`src/rtl/usb_ep0_in_tx.sv`:
```
// -----------------------------------------------------------------------------
// usb_ep0_in_tx
//   EP0 IN-direction data responder. Takes the descriptor window chosen by the
//   SETUP decoder, streams the descriptor ROM into the ULPI TX FIFO one
//   MAXPKT-sized packet at a time, answers IN tokens with DATA0/DATA1 and the
//   packet length, and retransmits on handshake timeout. A zero-byte window
//   produces the DATA1 zero-length status packet.
//
// Optional feature (compile-time macro):
//   USB_EP0_TX_ZLP_EN - when defined, a window whose length is a non-zero
//   multiple of MAXPKT is terminated by one extra zero-length packet.
//
// Ports:
//   clk, rst          clock, synchronous active-high reset
//   req_load          pulse: romaddr/romnum valid, start a new transfer
//   romaddr, romnum   descriptor start address and byte count (0 = status ZLP)
//   setupdataactive   new SETUP in progress; aborts everything
//   rom_addr/rom_data descriptor ROM port (data 1 cycle after address)
//   push_tx/datai_tx  TX FIFO write strobe and data; full_tx back-pressure
//   flush_tx          pulse: discard TX FIFO contents
//   in_token          pulse: IN token addressed to EP0
//   ack_rcvd          pulse: host ACK for the last DATA packet
//   ack_timeout       pulse: no handshake within turnaround window
//   tx_go/tx_pid/tx_len  packet launch pulse, PID and byte count
//   nak               pulse: answer the current IN with NAK
//   busy              transfer in progress
// -----------------------------------------------------------------------------
module usb_ep0_in_tx #(
    parameter int MAXPKT = 64,
    parameter int ROM_AW = 9
) (
    input  logic              clk,
    input  logic              rst,
    input  logic              req_load,
    input  logic [ROM_AW-1:0] romaddr,
    input  logic [7:0]        romnum,
    input  logic              setupdataactive,
    output logic [ROM_AW-1:0] rom_addr,
    input  logic [7:0]        rom_data,
    output logic              push_tx,
    output logic [7:0]        datai_tx,
    input  logic              full_tx,
    output logic              flush_tx,
    input  logic              in_token,
    input  logic              ack_rcvd,
    input  logic              ack_timeout,
    output logic              tx_go,
    output logic [3:0]        tx_pid,
    output logic [6:0]        tx_len,
    output logic              nak,
    output logic              busy
);

    localparam logic [3:0] PID_DATA0 = 4'b0011;
    localparam logic [3:0] PID_DATA1 = 4'b1011;
    localparam logic [7:0] MAXPKT_B  = 8'(MAXPKT);

    typedef enum logic [2:0] {
        IDLE,
        FILL_ADDR,
        FILL_PUSH,
        WAIT_IN,
        WAIT_HS,
        DONE
    } state_t;

    state_t            state;
    logic [ROM_AW-1:0] base;
    logic [7:0]        remaining;
    logic [7:0]        offset;
    logic [6:0]        cnt;
    logic              toggle;
    logic              zlp_pending;
    logic              sda_q;
    logic [7:0]        pkt_len;
    logic              zlp_on_load;

    // Size of the packet currently being built / sent.
    assign pkt_len = (remaining > MAXPKT_B) ? MAXPKT_B : remaining;

`ifdef USB_EP0_TX_ZLP_EN
    assign zlp_on_load = (romnum != 8'd0) && ((romnum % MAXPKT_B) == 8'd0);
`else
    assign zlp_on_load = 1'b0;
`endif

    // The FIFO write must react to full_tx in the same cycle, so the strobe
    // and data are decoded straight from the FILL_PUSH state.
    assign push_tx  = (state == FILL_PUSH) && !full_tx;
    assign datai_tx = (state == FILL_PUSH) ? rom_data : 8'd0;
    assign busy     = (state == FILL_ADDR) || (state == FILL_PUSH) ||
                      (state == WAIT_IN)   || (state == WAIT_HS);

    // ROM byte address of byte c of the packet starting at off (wraps).
    function automatic logic [ROM_AW-1:0] rom_at(input logic [ROM_AW-1:0] b,
                                                 input logic [7:0]        off,
                                                 input logic [6:0]        c);
        return b + ROM_AW'(off) + ROM_AW'(c);
    endfunction

    // rom_addr is loaded on every transition into FILL_ADDR so the ROM sees
    // it throughout FILL_ADDR and rom_data is valid during FILL_PUSH.
    // NOTE: sequential state uses non-blocking assignments only, so every
    // read in this block sees the value from before the clock edge.
    always_ff @(posedge clk) begin
        if (rst) begin
            state       <= IDLE;
            base        <= '0;
            remaining   <= '0;
            offset      <= '0;
            cnt         <= '0;
            toggle      <= 1'b1;
            zlp_pending <= 1'b0;
            sda_q       <= 1'b0;
            rom_addr    <= '0;
            flush_tx    <= 1'b0;
            tx_go       <= 1'b0;
            tx_pid      <= '0;
            tx_len      <= '0;
            nak         <= 1'b0;
        end else begin
            flush_tx <= 1'b0;
            tx_go    <= 1'b0;
            nak      <= 1'b0;
            sda_q    <= setupdataactive;

            if (setupdataactive) begin
                // Flush only on the first cycle of the abort.
                state       <= IDLE;
                toggle      <= 1'b1;
                remaining   <= '0;
                zlp_pending <= 1'b0;
                cnt         <= '0;
                flush_tx    <= !sda_q;
            end else if (req_load) begin
                state       <= FILL_ADDR;
                base        <= romaddr;
                remaining   <= romnum;
                offset      <= '0;
                cnt         <= '0;
                toggle      <= 1'b1;
                zlp_pending <= zlp_on_load;
                flush_tx    <= 1'b1;
                rom_addr    <= romaddr;
            end else begin
                case (state)
                    IDLE, DONE: begin
                        nak <= in_token;
                    end
                    FILL_ADDR: begin
                        nak   <= in_token;
                        state <= (pkt_len == 8'd0) ? WAIT_IN : FILL_PUSH;
                    end
                    FILL_PUSH: begin
                        nak <= in_token;
                        if (!full_tx) begin
                            cnt <= cnt + 7'd1;
                            if (8'(cnt + 7'd1) == pkt_len) begin
                                state <= WAIT_IN;
                            end else begin
                                rom_addr <= rom_at(base, offset, cnt + 7'd1);
                                state    <= FILL_ADDR;
                            end
                        end
                    end
                    WAIT_IN: begin
                        if (in_token) begin
                            tx_go  <= 1'b1;
                            tx_pid <= toggle ? PID_DATA1 : PID_DATA0;
                            tx_len <= pkt_len[6:0];
                            state  <= WAIT_HS;
                        end
                    end
                    WAIT_HS: begin
                        if (ack_rcvd) begin
                            offset    <= offset + pkt_len;
                            remaining <= remaining - pkt_len;
                            toggle    <= !toggle;
                            cnt       <= '0;
                            if (remaining != pkt_len) begin
                                rom_addr <= rom_at(base, offset + pkt_len, 7'd0);
                                state    <= FILL_ADDR;
                            end else if (zlp_pending) begin
                                zlp_pending <= 1'b0;
                                state       <= WAIT_IN;
                            end else begin
                                state <= DONE;
                            end
                        end else if (ack_timeout || in_token) begin
                            // A repeated IN means our ACK never arrived:
                            // rebuild the same packet and NAK this token.
                            flush_tx <= 1'b1;
                            cnt      <= '0;
                            rom_addr <= rom_at(base, offset, 7'd0);
                            nak      <= in_token;
                            state    <= FILL_ADDR;
                        end
                    end
                    default: state <= IDLE;
                endcase
            end
        end
    end

endmodule

```
`config.mk`:
```
export PLATFORM = sky130hd
export DESIGN_NAME = usb_ep0_in_tx
export DESIGN_NICKNAME = d
export VERILOG_FILES = /design/src/rtl/usb_ep0_in_tx.sv
export SDC_FILE = /design/constraint.sdc
export NUM_CORES = 1
export LEC_CHECK = 0
export BUFFER_PORTS_ARGS = -buffer_cell sky130_fd_sc_hd__buf_2
export CAP_MARGIN = 20
export CORE_ASPECT_RATIO = 1.1
export CORE_MARGIN = 2
export CORE_UTILIZATION = 40
export DETAILED_ROUTE_END_ITERATION = 8
export GPL_ROUTABILITY_DRIVEN = 0
export PLACE_DENSITY = 0.66
export SLEW_MARGIN = 20
export SYNTH_ARGS = -nofsm -noshare
export SYNTH_HDL_FRONTEND = slang
export SYNTH_SLANG_ARGS = --single-unit
export TNS_END_PERCENT = 1
```
`constraint.sdc`:
```
create_clock -name clk -period 6.2 [get_ports clk]
set_clock_uncertainty 0.15 [all_clocks]
set_input_delay 0.31 -clock clk [delete_from_list [all_inputs] [get_ports clk]]
set_output_delay 0.31 -clock clk [all_outputs]
set_load 0.01 [all_outputs]
```
==> impl_metrics.csv <==
group,metric,value,unit
logic_synthesis,synth_flop_cell,"dfxtp_1",
place,portBuffers,64,
grt,grt_pass1_wl,20.38,mm
place,place_area,4717,um^2
drt,drc,0,
timing,period_minus_slack,4.352,ns
cells_and_area,syn_to_final_growth,15.51,%
floorplan,io_pins,66,
timing,setup_viol_count_final,0,
logic_synthesis,synth.distinct_cells,76,
cts,cts_buffers,9,
drt,vias,4288,
logic_synthesis,synth.avg_cell_area,8.010,um^2
floorplan,die_area,11720,um^2
critical_path,cp-end-kind,"register",
timing,slew_viol_final,0,
cts,clk_pin_slew,0.05,ns
drt,wl_met2,6.349,mm
timing,worst_slew_pin_slew,1.040,ns
logic_synthesis,async_flop_share,0,%
logic_synthesis,synth_top_area_share,26.70,%
logic_synthesis,syn_area,4349,um^2
drt,dr.pass1.iters,5,
critical_path,crit_fanout,15,
drt,via_per_inst,5.810,
drt,drtIter0Drc,355,
power,power.density,203.7,nW/um^2
drt,wl_met3,753,um
timing,finalHoldViolCount,0,
critical_path,cp-start-kind,"register",
timing,slew_headroom,29.66,%
cells_and_area,drive_gt1_share,17.48,%
logic_synthesis,yosysSeqAreaShare,26.70,%
grt,grtUsageTotal,22.57,%
min_path,hp-class,"input pin to register",
logic_synthesis,synth-edff-count,0,
critical_path,required,6.24,ns
cts,cts_buffer_depth,2,
floorplan,row_count,39,
cts,ctsResizeCount,0,
timing,fin_setup_tns,0,ns
cts,hold_buffers,0,
cts,postCtsSetupBuffers,0,
timing,hold_ws,0.06505,ns
cells_and_area,finalInstanceArea,5024,um^2
critical_path,crit_path_max_incr_delay,0.69,ns
drt,routedWlPerCell,18.04,um
flow_run,maxCapViolations,0,
critical_path,crit_top_cell,"nor2_1",
cts,ctsHtreeMaxLevel,3,
logic_synthesis,yosysTopAreaCell,"dfxtp_1",
power,vdd_ir_drop_max,0.1194,mV
timing,rsz0062_at_grt,"no",
logic_synthesis,synthTopCellsByArea,"dfxtp_1 27%, ha_1 9.5%, a21oi_1 5.6%, nand2_1 4.8%, nor2_1 4.7%",
critical_path,crit_chain,"nor2_1 > and2_1 > ha_1 > a21o_1 > a21oi_1 > o21bai_1 > a21oi_1 > xnor2_1 > ha_1 > nor3_1 > nor2_1 > o41ai_1 > xor2_1 > nor2_1 > a2111oi_0 > o41ai_1",
drt,ant_nets,0,
grt,grt_pass1_vias,4019,
cts,clock_latency,0.33,ns
cts,root_buffer,"clkbuf_16",
cells_and_area,fillers,1017,
drt,wl_met1,5.680,mm
floorplan,chipWidth,103.4,um
logic_synthesis,ys_ff_latch,58,
logic_synthesis,syn_inst,543,
logic_synthesis,postSynthNetCount,613,
drt,top_layer,"met4",
grt,grt_max_degree,35,
logic_synthesis,yosys_warnings,0,
place,hpwl,10.08,mm
power,power,1.023,mW
cells_and_area,antennaDiodeCount,0,
cts,cts_sinks,58,
cells_and_area,fin_nets,660,
floorplan,fp.dieH,113.4,um
grt,overflow,0,
timing,period_share,70.20,%
critical_path,cp.arrival,4.40,ns
power,leakagePower,2.126,nW
timing,timing.final.ws_setup,1.848,ns
place,post-place-ws,1.946,ns
status,status,"finished, final reports clean",
grt,antenna_found_initial,0,
drt,routed_wl,13.31,mm
critical_path,slowest_stage,"nor2_1",
floorplan,coreArea,10490,um^2
cts,cts_tree,"built",
timing,fmax,0.2298,GHz
critical_path,worstSetupPathType,"register to register",
floorplan,start_util,41.45,%
## kinds of logic after synthesis
group	count (synthesis)	share of synthesized area, %
AOI/OAI and AO/OA	164	27.01
xor gates and xnor gates	28	5.811
adders and majority gates	37	11.34
buffers and inverters	52	5.350
DFF	58	26.70
muxes	8	1.870
other	2	0.1727
and+or+nand+nor	194	21.75
## stage by stage
step	utilization, %	instances
floorplan	-	543
global placement	44.96	722
detailed placement	44.96	722
CTS	47.88	738
global route	47.88	738
finish	47.88	738
## layer usage
metal  vias up  track usage (%)
met3        41            3.397
met5         -                0
met4         0            10.00
met2       166            37.29
met1      2010            28.69
li1       2071                -
## where the power goes
part | total [mW] | internal [mW] | switching [mW]
registers | 0.394 | 0.382 | 0.0112
clock network | 0.512 | 0.332 | 0.180
logic | 0.118 | 0.0437 | 0.0743
total | 1.02 | 0.758 | 0.265
## registers in the layout, summed over array words and instances (netlist names), 2 cells and up
register	flops
base	9
cnt	7
offset	8
remaining	8
rom_addr	9
state	3
tx_len	7
tx_pid	2
## worst max-delay path: cells and delay by family, from the launching register on
family,cells,cell delay [ns]
simple gates,5,1.31
xor+xnor,2,0.38
compound gates,7,1.46
flops,1,0.34
fa+ha+maj,2,0.59
## cells in the mapped netlist (2+ instances only)
master and number:
o21bai_1 6, o21ai_0 17, o2111ai_1 5, or3_1 2, o211ai_1 11, nor3_2 3, xor2_1 10, o311a_1 3
a221oi_1 2, inv_1 21, buf_4 2, nor2b_1 4, fa_1 4, o41ai_1 6, a2111oi_0 2, a211oi_1 10
nand2_1 56, o21a_1 7, and2_1 15, a22oi_1 11, nor3b_1 3, and3_1 4, ha_1 33, nor2_1 54
a31oi_1 4, nor3_1 17, a21o_1 5, dfxtp_1 58, clkbuf_1 16, o221ai_2 2, mux2i_1 7, a31o_2 2
o311ai_0 2, nor4_1 5, nand2b_1 3, a21oi_1 49, xnor2_1 17, conb_1 2, o31ai_1 2, nand3_1 16
buf_2 7, o21ai_1 2, a2111oi_2 2, a32oi_1 2
## cells in the final DEF, fill, tap and decap left out, drive strengths merged, types with 5 or more instances in the layout
cell      n
inv      21
nand3    16
o21a      7
o21bai    6
a21oi    49
xor2     10
xnor2    18
and2     15
a2111oi   5
mux2i     7
and3      5
nor2     55
clkbuf   12
o21ai    19
ha       33
a211oi   10
a21o      5
nor3     20
o41ai     6
o211ai   11
nand2    57
buf      65
a22oi    11
o2111ai   5
nor4      5
dfxtp    58
## layout make-up
type	instances	area, um^2	area share, %
Multi-Input combinational cell	433	2962	58.95
Clock inverter	4	50.05	0.9963
Tap cell	143	178.9	3.562
Inverter	23	87.58	1.743
Clock buffer	12	256.5	5.106
Timing Repair Buffer	65	327.8	6.526
Sequential cell	58	1161	23.11
## worst paths after layout
| path | start | endpoint | slack (ns) | cells past startpoint |
|---|---|---|---|---|
| worst max-delay path | remaining[7] | rom_addr[7] | 1.85 | 16 |
| worst min-delay path | romnum[2] | remaining[2] | 0.07 | 3 |
| worst max register to register | remaining[7] | rom_addr[7] | 1.85 | 16 |
| worst min register to register | sda_q | flush_tx | 0.26 | 1 |
No activity file was read; power rests on OpenSTA's default activity.
